File: src/rtl/imem_arb_pkg.sv
// Shared types and defaults for the instruction-memory port arbiter.
package imem_arb_pkg;

  localparam int unsigned LD_BURST_MAX_DEFAULT = 4;
  localparam int unsigned CNT_WIDTH_DEFAULT    = 16;

  // Which requester owns the memory port in the current cycle.
  typedef enum logic [1:0] {
    OWN_NONE  = 2'd0,
    OWN_FETCH = 2'd1,
    OWN_LOAD  = 2'd2
  } imem_owner_t;

endpackage

File: src/rtl/sat_counter.sv
// Saturating event counter: counts one per cycle with inc high, sticks at all-ones.
module sat_counter #(
  parameter int unsigned WIDTH = 16
) (
  input  logic             clock,
  input  logic             clear,
  input  logic             inc,
  output logic [WIDTH-1:0] count
);

  // Synchronous clear, increment unless already saturated
  always_ff @(posedge clock) begin
    if (clear) begin
      count <= '0;
    end else if (inc && (count != '1)) begin
      count <= count + 1'b1;
    end
  end

endmodule

File: src/rtl/imem_port_arbiter.sv
// Arbitrates the single-port synchronous-read instruction memory between
// the fetch path (reads) and the loader/debug path (writes).
`ifndef ADDRESS_SIZE
`define ADDRESS_SIZE 32
`endif
`ifndef DATA_SIZE
`define DATA_SIZE 32
`endif

module imem_port_arbiter
  import imem_arb_pkg::*;
#(
  parameter int unsigned ADDRESS_SIZE = `ADDRESS_SIZE,
  parameter int unsigned DATA_SIZE    = `DATA_SIZE,
  parameter int unsigned LD_BURST_MAX = LD_BURST_MAX_DEFAULT,
  parameter int unsigned CNT_WIDTH    = CNT_WIDTH_DEFAULT
) (
  input  logic                    clock,
  input  logic                    reset_n,
  input  logic                    if_req,
  input  logic [ADDRESS_SIZE-1:0] if_addr,
  input  logic                    if_flush,
  output logic [DATA_SIZE-1:0]    if_rdata,
  output logic                    if_rvalid,
  output logic                    im_stall_c,
  input  logic                    ld_req,
  input  logic [ADDRESS_SIZE-1:0] ld_addr,
  input  logic [DATA_SIZE-1:0]    ld_wdata,
  output logic                    ld_gnt,
  output logic [ADDRESS_SIZE-1:0] im_address,
  output logic                    im_write_enable,
  output logic [DATA_SIZE-1:0]    im_write_data,
  input  logic [DATA_SIZE-1:0]    im_read_data,
  output logic [CNT_WIDTH-1:0]    stall_count,
  output logic [CNT_WIDTH-1:0]    write_count
);

  localparam int unsigned         STREAK_W   = $clog2(LD_BURST_MAX + 1);
  localparam logic [STREAK_W-1:0] STREAK_MAX = STREAK_W'(LD_BURST_MAX);

  imem_owner_t             owner;
  logic                    fetch_grant;
  logic [STREAK_W-1:0]     ld_streak;
  logic [STREAK_W-1:0]     ld_streak_next;
  logic                    rd_pending;
  logic [ADDRESS_SIZE-1:0] addr_q;
  logic [DATA_SIZE-1:0]    rdata_q;
  logic                    cnt_clear;

  // Pick the port owner: loader wins unless it has used its burst while fetch waits; nothing granted in reset
  always_comb begin
    owner = OWN_NONE;
    if (reset_n) begin
      if (ld_req && !(if_req && (ld_streak == STREAK_MAX))) begin
        owner = OWN_LOAD;
      end else if (if_req) begin
        owner = OWN_FETCH;
      end
    end
  end

  // Drive the memory port, the grant/stall strobes and the next loader streak
  always_comb begin
    fetch_grant     = 1'b0;
    ld_gnt          = 1'b0;
    im_write_enable = 1'b0;
    im_write_data   = '0;
    im_address      = addr_q;
    ld_streak_next  = '0;
    unique case (owner)
      OWN_LOAD: begin
        ld_gnt          = 1'b1;
        im_write_enable = 1'b1;
        im_write_data   = ld_wdata;
        im_address      = ld_addr;
        ld_streak_next  = (ld_streak == STREAK_MAX) ? ld_streak : ld_streak + 1'b1;
      end
      OWN_FETCH: begin
        fetch_grant = 1'b1;
        im_address  = if_addr;
      end
      default: ;
    endcase
    im_stall_c = reset_n && if_req && !fetch_grant;
  end

  // Read response straight from the memory; the holding register keeps the last word when no response
  always_comb begin
    if_rvalid = reset_n && rd_pending && !if_flush;
    if_rdata  = if_rvalid ? im_read_data : rdata_q;
  end

  // Per-cycle state: streak, outstanding read, held address and held read data
  always_ff @(posedge clock) begin
    if (!reset_n) begin
      ld_streak  <= '0;
      rd_pending <= 1'b0;
      addr_q     <= '0;
      rdata_q    <= '0;
    end else begin
      ld_streak  <= ld_streak_next;
      rd_pending <= fetch_grant;
      addr_q     <= im_address;
      rdata_q    <= if_rdata;
    end
  end

  assign cnt_clear = !reset_n;

  sat_counter #(.WIDTH(CNT_WIDTH)) u_stall_cnt (
    .clock (clock),
    .clear (cnt_clear),
    .inc   (im_stall_c),
    .count (stall_count)
  );

  sat_counter #(.WIDTH(CNT_WIDTH)) u_write_cnt (
    .clock (clock),
    .clear (cnt_clear),
    .inc   (ld_gnt),
    .count (write_count)
  );

endmodule

File: config.mk
export PLATFORM = sky130hd
export DESIGN_NAME = imem_port_arbiter
export DESIGN_NICKNAME = d
export VERILOG_FILES = /design/src/rtl/imem_arb_pkg.sv /design/src/rtl/sat_counter.sv /design/src/rtl/imem_port_arbiter.sv
export SDC_FILE = /design/constraint.sdc
export NUM_CORES = 1
export LEC_CHECK = 0
export BUFFER_PORTS_ARGS = -buffer_cell sky130_fd_sc_hd__buf_2
export CORE_ASPECT_RATIO = 2
export CORE_UTILIZATION = 45
export CTS_CLUSTER_DIAMETER = 100
export DETAILED_ROUTE_END_ITERATION = 8
export GPL_TIMING_DRIVEN = 0
export HOLD_SLACK_MARGIN = 0.06
export PLACE_DENSITY = 0.9
export SYNTH_ARGS = -nofsm -noshare
export SYNTH_HDL_FRONTEND = slang
export SYNTH_SLANG_ARGS = --single-unit
export TNS_END_PERCENT = 5
File: constraint.sdc
create_clock -name clock -period 3.3 [get_ports clock]
set_input_delay 0 -clock clock [delete_from_list [all_inputs] [get_ports clock]]
set_output_delay 0 -clock clock [all_outputs]
set_load 0.005 [all_outputs]
==> run_results.csv <==
group,metric,value,unit
clock_tree,cts.clk_slew.worst_paths,0.07,ns
detailed_routing,remaining_drc_errors,0,
cells_and_area,layout.cells.non_filler,990,
setup_path,cpMostUsedCell,"clkbuf_1",
detailed_routing,via_per_inst,5.23,
clock_tree,cts_setup_buffers,0,
detailed_routing,top_layer,"met4",
yosys,synthArstFlopShare,0,
timing,max_slew_margin,0.608,
place,portBuffers,264,
detailed_routing,detail-route-antenna-nets,0,
cells_and_area,seq_area,2000,um2
detailed_routing,routed_wl,15400,um
timing,finalCriticalPeriod,2.99,ns
min_path,whs_path_depth,4,
clock_tree,numCtsBuffers,9,
clock_tree,worstSkewPairLatency,0.34,ns
floorplanning,rows,53,
outcome,outcome,"complete, no violations",
timing,final_max_slew_viol_count,0,
detailed_routing,wl_per_cell,15.5,um
timing,clock_skew,0.0109,ns
place,gp_congestion,0.918,
clock_tree,htreeDepth,3,
cells_and_area,antennaDiodeCount,0,
detailed_routing,dr_wl_met3,667,um
place,dp_hpwl,11500,um
setup_path,cp.required,3.30,ns
cells_and_area,drive_gt1_frac,0.385,
detailed_routing,m1WireLength,5570,um
detailed_routing,drt_first_pass_iters,4,
timing,finalHoldViolations,0,
floorplanning,die_area,11200,um2
detailed_routing,num_vias,5182,
global_routing,grt_overflow_total,0,
global_routing,grt_pass1_vias,4991,
detailed_routing,drt_iter0_drc,205,
yosys,ys_types,52,
setup_path,start_kind,"register",
yosys,yosysTopAreaCell,"dfxtp_1",
cells_and_area,nFillCells,881,
global_routing,grtUsageTotal,0.274,
yosys,synth_edf_count,0,
cells_and_area,multiInputGateArea,2590,um2
yosys,synth_top_area_share,0.415,
timing,max_freq,335,MHz
power_and_ir_drop,vdd_drop_max,0.252,mV
cells_and_area,syn2layout_area_growth,43.7,%
clock_tree,numClockSinks,100,
setup_path,setup.worst_path.end_class,"primary output",
yosys,yosysSeqAreaShare,0.415,
power_and_ir_drop,powerDensity,378,nW/um2
floorplanning,fp.dieH,148,um
floorplanning,io_pins,265,
flow_run,max_cap_violations,0,
yosys,synthCells,542,
timing,rsz0062_at_grt,"false",
setup_path,rr_worst_depth,11,
clock_tree,cts_root_buffer,"clkbuf_16",
yosys,avgSynthCellArea,8.89,um2
clock_tree,cts.path.max_buffers,2,
yosys,yosys_most_used_dff,"dfxtp_1",
yosys,synth_area,4820,um2
global_routing,antenna_found_initial,0,
yosys,yosys-top-cells-count,"dfxtp_1 (100), and2_1 (99), nand2_1 (51)",
yosys,synth_most_common_cell,"dfxtp_1",
setup_path,cp.arrival,2.99,ns
yosys,ys.warnings.count,0,
timing,final-setup-viol-count,0,
floorplanning,initial_core_util,0.460,
clock_tree,tritoncts,"yes",
min_path,hp-class,"in2reg",
place,placed_cells,943,
yosys,synth-seq-cells,100,
timing,tns,0,ns
setup_path,slowest_delay,0.50,ns
detailed_routing,wl_met2,8640,um
global_routing,grt_start_max_net_pins,18,
floorplanning,coreArea,10500,um2
yosys,syn_nets,681,
cells_and_area,final_net_count,987,
setup_path,path_max_fanout,10,
floorplanning,die-width,75.2,um
timing,tightest_slew,0.580,ns
setup_path,crit_chain,"inv_1 -> ha_1 -> nand2_1 -> a21oi_1 -> inv_1 -> ha_1 -> clkbuf_1 -> clkbuf_1 -> clkbuf_1 -> and2_1 -> buf_2",
power_and_ir_drop,p_leak,0.00334,uW
timing,min_period_over_period,0.905,
yosys,synth_area_leaders,"dfxtp_1 (42%), and2_1 (13%), mux2_2 (7.5%)",
global_routing,grt_first_pass_wirelength,23300,um
setup_path,critPathKind,"reg2out",
setup_path,slowest_stage,"clkbuf_1",
-- kinds of logic after synthesis --
group / Yosys count / share of synthesized area
adders and majority gates: 6 / 0.0156
AOI/OAI and AO/OA: 116 / 0.153
buffers and inverters: 47 / 0.0462
and+or+nand+nor: 235 / 0.283
muxes: 36 / 0.0831
xor gates and xnor gates: 2 / 0.00364
DFF: 100 / 0.415
-- power breakdown --
part	switching, uW	internal [uW]	total, uW
Combinational	157	164	321
Sequential	10.7	1230	1240
Clock	462	596	1060
-- critical path: cells and delay by family, from the launching register on --
kind | cells | cell delay [ns]
compound gates | 1 | 0.10
buf+inv | 6 | 1.37
fa+ha+maj | 2 | 0.44
simple gates | 2 | 0.36
flops | 1 | 0.37
-- area by class of cell --
cell class,instances,share of cell area
Clock buffer,10,0.0331
Tap cell,137,0.0248
Timing Repair Buffer,295,0.236
Sequential cell,100,0.289
Multi-Input combinational cell,395,0.375
Inverter,12,0.00651
Buffer,35,0.0257
Clock inverter,6,0.0107
-- metal layers --
layer | track usage | up-vias
met1 | 0.263 | 2393
met2 | 0.517 | 201
met4 | 0.131 | 0
met5 | 0 | -
li1 | - | 2544
met3 | 0.0671 | 44
-- registers in the layout, indices dropped and copies added (netlist names) --
register and flops:
u_stall_cnt.count 16, rdata_q 32, u_write_cnt.count 16, rd_pending 1, addr_q 32, ld_streak 3
-- stage by stage --
| stage | area [um2] | hold WS [ns] | setup slack (ns) | total power (uW) | utilization |
|---|---|---|---|---|---|
| floorplan | 4820 | 0.116 | 0.996 | 1390 | - |
| global placement | 6310 | 0.271 | 0.298 | 1550 | 0.602 |
| detailed placement | 6310 | 0.271 | 0.285 | 1550 | 0.602 |
| CTS | 6920 | 0.0708 | 0.249 | 2640 | 0.661 |
| global route | 6920 | 0.122 | 0.0765 | 2730 | 0.661 |
| finish | 6920 | 0.100 | 0.314 | 2620 | 0.661 |
-- what timing repair did --
item,CTS,global route
hold buffers,31,0
gates resized for setup,0,0
endpoints found under the hold margin,31,0
-- worst paths after layout --
| kind | end | start | slack, ns |
|---|---|---|---|
| setup reg to reg | u_write_cnt.count[9]$_SDFFE_PN0P_ | ld_streak[0]$_SDFFE_PN0P_ | 0.52 |
| setup / recovery | im_write_data[13] | ld_streak[0]$_SDFFE_PN0P_ | 0.31 |
| hold / removal | addr_q[14]$_SDFF_PN0_ | ld_addr[14] | 0.10 |
| hold reg to reg | u_stall_cnt.count[0]$_SDFFE_PN0P_ | u_stall_cnt.count[0]$_SDFFE_PN0P_ | 0.51 |
-- cells in the final DEF (no fill, tap or decap), types with 2 or more instances in the layout --
| cell | count |
|---|---|
| a211oi_1 | 5 |
| a21oi_1 | 15 |
| a22oi_1 | 32 |
| a31oi_1 | 8 |
| and2_1 | 99 |
| and3_1 | 6 |
| and4_1 | 6 |
| buf_2 | 268 |
| clkbuf_1 | 28 |
| clkbuf_16 | 9 |
| clkinv_4 | 2 |
| clkinvlp_4 | 2 |
| dfxtp_1 | 100 |
| dlygate4sd3_1 | 31 |
| ha_1 | 6 |
| inv_1 | 11 |
| mux2_2 | 32 |
| mux2i_1 | 4 |
| nand2_1 | 51 |
| nand3_1 | 16 |
| nand3b_1 | 2 |
| nand4_1 | 11 |
| nand4b_1 | 2 |
| nor2_1 | 13 |
| nor3_1 | 8 |
| nor3_2 | 2 |
| nor4_1 | 4 |
| o21ai_0 | 40 |
| o31ai_1 | 4 |
| o41ai_1 | 3 |
| or3_1 | 3 |
| or4_1 | 4 |
(Power assumes the default switching activity.)
